--- src/rtl/pbit_rng_scheduler.sv ---
// Shares one LFSR among N p-bit cells: reseed, warm up, then hand out one fresh
// random word per cycle to requesters in round-robin order, counting full sweeps.
module pbit_rng_scheduler #(
  parameter int N_PBITS = 8,
  parameter int STAGES  = 32,
  parameter int WARMUP  = 64
) (
  input  logic               clk,
  input  logic               rst,
  input  logic               start,
  input  logic               stop,
  input  logic [N_PBITS-1:0] req,
  input  logic [STAGES-1:0]  lfsr_in,
  output logic               lfsr_en,
  output logic               lfsr_rst,
  output logic [N_PBITS-1:0] grant,
  output logic [STAGES-1:0]  rand_out,
  output logic               rand_valid,
  output logic               running,
  output logic               sweep_done,
  output logic [15:0]        sweep_count
);

  // state    | meaning
  // S_IDLE   | LFSR parked, waiting for start
  // S_RESEED | one-cycle synchronous reseed of the LFSR
  // S_WARMUP | LFSR free-runs WARMUP cycles before its first use
  // S_RUN    | round-robin grants, LFSR steps once per grant
  typedef enum logic [1:0] {S_IDLE, S_RESEED, S_WARMUP, S_RUN} state_t;

  localparam int PW = $clog2(N_PBITS);
  localparam int WW = $clog2(WARMUP + 1);

  state_t              state_q, state_d;
  logic [WW-1:0]       warm_q, warm_d;
  logic [PW-1:0]       rr_q, rr_d, gcnt_q, gcnt_d;
  logic [15:0]         sweep_count_q, sweep_count_d;
  logic [N_PBITS-1:0]  grant_q, grant_d;
  logic [STAGES-1:0]   rand_out_q, rand_out_d;
  logic                rand_valid_q, rand_valid_d;
  logic                sweep_done_q, sweep_done_d;
  logic                running_q, running_d;
  logic                lfsr_rst_q, lfsr_rst_d;

  logic                found;
  logic [PW-1:0]       sel, cand;
  int                  idx;

  always_comb begin
    found = 1'b0;
    sel   = rr_q;
    cand  = '0;
    idx   = 0;
    for (int k = 1; k <= N_PBITS; k++) begin
      idx = int'(rr_q) + k;
      if (idx >= N_PBITS) idx = idx - N_PBITS;
      cand = PW'(idx);
      if (!found && req[cand]) begin
        found = 1'b1;
        sel   = cand;
      end
    end
  end

  // lfsr_en is decoded in the grant cycle itself so the LFSR steps on the same
  // edge that captures its word; a registered enable would repeat words.
  always_comb begin
    state_d       = state_q;
    warm_d        = warm_q;
    rr_d          = rr_q;
    gcnt_d        = gcnt_q;
    sweep_count_d = sweep_count_q;
    grant_d       = '0;
    rand_out_d    = rand_out_q;
    rand_valid_d  = 1'b0;
    sweep_done_d  = 1'b0;
    lfsr_rst_d    = 1'b0;
    lfsr_en       = 1'b0;
    unique case (state_q)
      S_IDLE: begin
        if (start && !stop) begin
          state_d       = S_RESEED;
          lfsr_rst_d    = 1'b1;
          sweep_count_d = '0;
          gcnt_d        = '0;
          rr_d          = PW'(N_PBITS - 1);
        end
      end
      S_RESEED: begin
        if (stop) state_d = S_IDLE;
        else begin
          state_d = S_WARMUP;
          warm_d  = WW'(WARMUP - 1);
        end
      end
      S_WARMUP: begin
        lfsr_en = 1'b1;
        if (stop)                state_d = S_IDLE;
        else if (warm_q == '0)   state_d = S_RUN;
        else                     warm_d  = warm_q - 1'b1;
      end
      S_RUN: begin
        if (stop) state_d = S_IDLE;
        else if (found) begin
          lfsr_en      = 1'b1;
          grant_d      = N_PBITS'(1) << sel;
          rand_out_d   = lfsr_in;
          rand_valid_d = 1'b1;
          rr_d         = sel;
          if (gcnt_q == PW'(N_PBITS - 1)) begin
            gcnt_d        = '0;
            sweep_done_d  = 1'b1;
            sweep_count_d = sweep_count_q + 16'd1;
          end else begin
            gcnt_d = gcnt_q + 1'b1;
          end
        end
      end
      default: state_d = S_IDLE;
    endcase
    running_d = (state_d == S_RUN);
  end

  // lfsr_rst resets high so the LFSR is reseeded across system reset.
  always_ff @(posedge clk or posedge rst) begin
    if (rst) begin
      state_q       <= S_IDLE;
      warm_q        <= '0;
      rr_q          <= PW'(N_PBITS - 1);
      gcnt_q        <= '0;
      sweep_count_q <= '0;
      grant_q       <= '0;
      rand_out_q    <= '0;
      rand_valid_q  <= 1'b0;
      sweep_done_q  <= 1'b0;
      running_q     <= 1'b0;
      lfsr_rst_q    <= 1'b1;
    end else begin
      state_q       <= state_d;
      warm_q        <= warm_d;
      rr_q          <= rr_d;
      gcnt_q        <= gcnt_d;
      sweep_count_q <= sweep_count_d;
      grant_q       <= grant_d;
      rand_out_q    <= rand_out_d;
      rand_valid_q  <= rand_valid_d;
      sweep_done_q  <= sweep_done_d;
      running_q     <= running_d;
      lfsr_rst_q    <= lfsr_rst_d;
    end
  end

  assign lfsr_rst    = lfsr_rst_q;
  assign grant       = grant_q;
  assign rand_out    = rand_out_q;
  assign rand_valid  = rand_valid_q;
  assign running     = running_q;
  assign sweep_done  = sweep_done_q;
  assign sweep_count = sweep_count_q;

endmodule

--- config.mk ---
export PLATFORM = sky130hd
export DESIGN_NAME = pbit_rng_scheduler
export DESIGN_NICKNAME = d
export VERILOG_FILES = /design/src/rtl/pbit_rng_scheduler.sv
export SDC_FILE = /design/constraint.sdc
export NUM_CORES = 1
export LEC_CHECK = 0
export ABC_CLOCK_PERIOD_IN_PS = 6760
export CELL_PAD_IN_SITES_DETAIL_PLACEMENT = 1
export CELL_PAD_IN_SITES_GLOBAL_PLACEMENT = 1
export CORE_UTILIZATION = 38
export DETAILED_ROUTE_END_ITERATION = 16
export GPL_TIMING_DRIVEN = 0
export PLACE_DENSITY_LB_ADDON = 0.1
export SLEW_MARGIN = 25
export SYNTH_ARGS = -nofsm -noshare
export SYNTH_HDL_FRONTEND = slang
export SYNTH_SLANG_ARGS = --single-unit
--- constraint.sdc ---
create_clock -name clk -period 6.76 [get_ports clk]
set_clock_uncertainty 0.15 [all_clocks]
set_input_delay 2.028 -clock clk [delete_from_list [all_inputs] [get_ports clk]]
set_output_delay 2.028 -clock clk [all_outputs]
set_load 0.02 [all_outputs]
# --- Word-level counts from Yosys, hierarchy flattened ---
# Cells that the tools add are included.
totals:
  in_bits: 44
  word_cells: 161
  reg_bits: 75
op_classes:
  n_mux: 77
  reduce_logical: 24
  bitwise: 1
  addsub: 19
  shift: 1
  magnitude_cmp: 16
  n_eq_ne: 12
op_table:
  columns: ["op", "n"]
  rows:
  - ["2-to-1 mux 3 bit", 23]
  - ["2-to-1 mux 16 bit", 4]
  - ["< comparator 3 x 4 -> 1 bit, second input constant", 8]
  - ["one-hot mux 16 bit (2 select lines)", 1]
  - ["greater-or-equal comparator 4 bit, second input constant", 7]
  - ["2-to-1 mux 1 bit", 25]
  - ["binary-select mux 1 bit (select 3 bit)", 8]
  - ["2-to-1 mux 8 bit", 3]
  - ["subtractor 3 x 1 -> 3 bit, second input constant", 8]
  - ["2-to-1 mux 7 bit", 3]
  - ["adder 16 x 1 -> 16 bit, second input constant", 1]
  - ["adder 3 x 3 -> 4 bit, second input constant", 4]
  - ["inequality test 2 bit, second input constant", 7]
  - ["one-hot mux 7 bit (2 select lines)", 1]
  - ["one-hot mux 3 bit (2 select lines)", 2]
  - ["2-to-1 mux 2 bit", 5]
  - ["adder 3 x 2 -> 4 bit, second input constant", 2]
  - ["logical AND 1 bit", 8]
  - ["zero test 1 bit", 8]
  - ["one-hot mux 2 bit (4 select lines)", 1]
  - ["AND reduction 4 bit", 2]
  - ["left shift 1 x 3 -> 8 bit, first input constant", 1]
  - ["zero test 7 bit", 1]
  - ["subtractor 7 x 1 -> 7 bit, second input constant", 1]
  - ["other kinds (13)", 16]

# --- Logic depth before layout (Yosys ltp) ---
depth:
  word_depth: 31
  depth_mapped: 14
  depth_no_buf: 9

# --- Least setup slack after synthesis ---
# Ideal clock, no wire load.
synth_timing:
  kind: "input to output"
  from: "input port req[6]"
  to: "output port lfsr_en"
  slack_ns: 0.568
  stages: 5
  path_buffers: 0
  t_arrival_ns: 4.014
  path_cell_list: "mux4_2 -> or2_0 -> mux4_2 -> or3_1 -> a21o_1"
synth_via:
  elab_chain_cells: 27
  elab_cells_between_ends: 41
  cone_classes: "mux (27); reduce/logical (14)"
synth_lines:
  columns: ["element", "line", "rtl"]
  rows:
  - ["from (decl)", "12", "input logic [N_PBITS-1:0] req,"]
  - ["binary-select mux 1 bit (select 3 bit)", "58", "if (!found && req[cand]) begin"]
  - ["2-to-1 mux 1 bit (implied by the code)", "58", null]
  - ["2-to-1 mux 1 bit", "58", null]
  - ["zero test 1 bit", "58", null]
  - ["logical AND 1 bit", "58", null]
  - ["2-to-1 mux 1 bit", "58", null]
  - ["zero test 1 bit", "58", null]
  - ["logical AND 1 bit", "58", null]
  - ["[11 not listed]", null, null]
  - ["logical AND 1 bit", "58", null]
  - ["2-to-1 mux 1 bit", "58", null]
  - ["zero test 1 bit", "58", null]
  - ["logical AND 1 bit", "58", null]
  - ["2-to-1 mux 1 bit (*)", "58", null]
  - ["2-to-1 mux 1 bit (*)", "104", "else if (found) begin"]
  - ["2-to-1 mux 1 bit (*)", "103", "if (stop) state_d = S_IDLE;"]
  - ["one-hot mux 1 bit (2 select lines) (*)", "79", "unique case (state_q)"]
  - ["to (decl)", "14", "output logic lfsr_en,"]
# Every way passes the cells marked *; elsewhere a longest branch is shown, timed or not. The select of a mux whose other input is x is not followed.

# --- Worst setup path in the final report ---
layout_timing:
  from: "input port req[2]"
  to: "output port lfsr_en"
# Same word-level chain as after synthesis.

==> results.cfg <==
[floorplan]
io_pins = 105
fp-row-count = 37
die_y_um = 107
die_w_um = 107
fp.coreArea_sq_um = 10500
fp.dieArea_sq_um = 11400
initial_core_util_pct = 39.7

[worst_setup_path]
crit_buf_inv = 2
crit_arrival_ns = 4.53
worstSetupEndpointType = output pin
crit_fanout = 6
crit_path_start_kind = input port
path_class = in2out
path_cells = dlygate4sd2_1 > mux4_2 > or2_1 > mux4_2 > or3_4 > a21o_1 > dlygate4sd2_1
cpLargestDelayFamily = multiplexers
crit_required_ns = 4.58
slowest_delay_ns = 0.52
slowest_stage = mux4_2

[timing]
worst_slew_pin_slew_ns = 0.744
rsz0062_at_grt = no
period_share_pct = 99.3
hold_viol_final = 0
maxSlewViolCount = 0
finalSetupViolations = 0
min_period_ns = 6.71
setup_tns_ns = 0
fmax_mhz = 149
slew_headroom_pct = 50.4
hold_slack_ns = 0.347
setup_ws_ns = 0.0483

[clock_network]
cts_made_buffers = 9
root_buffer = clkbuf_8
cts_tree = yes
h-tree-depth = 3
clk_latency_ns = 0.34
clk_pin_slew_ns = 0.09
cts_sinks = 75
cts.path.max_buffers = 2

[global_route]
groute.usage.overall_pct = 21.1
grt-ovfl-total = 0
grt_max_degree = 47
antenna_found_initial = 0
grt_pass1_wl_um = 19100
grt_pass1_vias = 3827

[job]
cap_violations = 0

[power]
intPower_mw = 1.02
leakage_nw = 2.43
fin_total_pwr_mw = 1.60
vdd_ir_drop_max_mv = 0.160
switching_power_mw = 0.587
p_comb_share_pct = 41.5
seqPwrFrac_pct = 36.3
switching_share_pct = 36.6
power.density_nw_per_um2 = 284
power_frac_clock_pct = 22.2

[placement]
place_area_sq_um = 5420
io_buffers = 104
dpl_worst_slack_ns = -0.637
placed_cells = 633
place_congestion = 0.831
hpwl_um = 8650

[finish]
antennaDiodeCount = 0
fin_area_sq_um = 5650
nNetsFinal = 564
fin_util_pct = 53.8
syn_to_final_growth_pct = 35.5
final_cells = 654
final_common_cell = clkdlybuf4s50_1
final_cell_mix = 95 x clkdlybuf4s50_1, 71 x dfrtp_1, 40 x mux2_2
layout-drive-gt1-share_pct = 18.5

[synthesis]
syn_inst = 392
yosys_register_bits = 75
avgSynthCellArea_sq_um = 10.6
seq_area_frac_synth_pct = 45.1
syn-num-nets = 443
synth.distinct_cells = 59
synth_edf_count = 0
synth_warnings = 0
syn_area_sq_um = 4170
synthArstFlopShare_pct = 100
synth_flop_cell = dfrtp_1

[drt]
avgRoutedWirePerCell_um = 17.4
vias = 3601
drt-vias-per-instance = 5.51
drc_errors = 0
postRouteAntennaNets = 0
drt_iter0_drc = 162
drt_wl_total_um = 11400
drtPass1Iterations = 4

[run_status]
run_status = complete, no violations

[hold_path]
hold_path.class = reg2reg
[cell usage after synthesis, drive strengths merged (3+ instances only)]
cell	n	share of area (%)
or3	4	0.60
mux4	9	4.9
nor3b	5	0.90
mux2	40	11
a21oi	17	2.1
nor4	12	1.9
nor2	23	2.1
dfrtp	71	43
buf	10	1.2
nand4	7	1.0
mux2i	13	3.1
inv	12	1.1
o21ai	18	2.2
xnor2	10	2.1
a211oi	3	0.54
and3	6	0.90
or2	9	1.3
dfstp	4	2.5
nand2b	5	0.75
clkbuf	11	0.99
nand2	28	2.5
a21o	3	0.54
a31oi	3	0.45
xor2	3	0.63
nand3	7	0.84
ha	7	2.1
nor3	18	2.5
[what timing repair did]
action	in CTS	in global routing
setup endpoints to repair	1	1
gates resized for setup	12	2
cloned	0	0
hold buffers	0	0
setup buffers	5	0
[final cells by class]
type	instances	area, sq um
Buffer	21	95.1
Fill cell	1160	4850
Timing Repair Buffer	110	1090
Multi-Input combinational cell	284	2160
Sequential cell	75	1880
Tap cell	136	170
Inverter	12	47.5
Clock buffer	9	124
Clock inverter	7	80.1
[power groups by stage]
stage               clock network (mW)  logic [mW]  registers, mW
floorplan                            0       0.326          0.661
detailed placement                   0       0.654          0.592
finish                           0.356       0.666          0.582
global placement                     0       0.639          0.586
global route                     0.385       0.717          0.595
CTS                              0.372       0.669          0.584
[flip-flops by register name, summed over array words and instances (netlist names)]
register and cells:
gcnt_q 3, grant 8, lfsr_rst 1, rand_out 32, rand_valid 1, rr_q 3, running 1, state_q 2
sweep_count 16, sweep_done 1, warm_q 7
[kinds of logic (layout without fill, tap and decap cells)]
logic type / count (synthesis) / after routing / share of synthesized area (%)
and+or+nand+nor: 136 / 136 / 17.8
DFF: 75 / 75 / 45.1
AOI/OAI and AO/OA: 66 / 66 / 10.3
muxes: 62 / 62 / 18.8
buffers and inverters: 33 / 159 / 3.27
xor gates and xnor gates: 13 / 13 / 2.73
adders and majority gates: 7 / 7 / 2.10
[tightest hold or removal path, cell delays in order, from the launching register on]
cell and delay, ns:
dfrtp_1 0.36, nand2_1 0.05, o21ai_0 0.06
[metal layers]
layer | share of wire [%] | vias up | GRT usage (%)
met4 | 0.35 | 0 | 6.16
met2 | 51 | 82 | 36.2
met5 | 0 | - | 0
met1 | 44 | 1832 | 27.2
met3 | 4.3 | 5 | 3.71
li1 | - | 1682 | -
[worst paths after layout]
kind,slack [ns],startpoint,cells past startpoint,endpoint
worst max-delay path,0.05,req[2],7,lfsr_en
worst min-delay path,0.35,gcnt_q[2]$_DFFE_PP0P_,2,gcnt_q[2]$_DFFE_PP0P_
worst max register to register,2.12,rr_q[1]$_DFFE_PP1P_,13,rand_out[13]$_DFFE_PP0P_
worst min register to register,0.35,gcnt_q[2]$_DFFE_PP0P_,2,gcnt_q[2]$_DFFE_PP0P_
max in group asynchronous,3.97,rst,3,lfsr_rst$_DFF_PP1_
min in group asynchronous,1.89,rst,2,sweep_done$_DFF_PP0_
No activity file was read; power rests on OpenSTA's default activity.
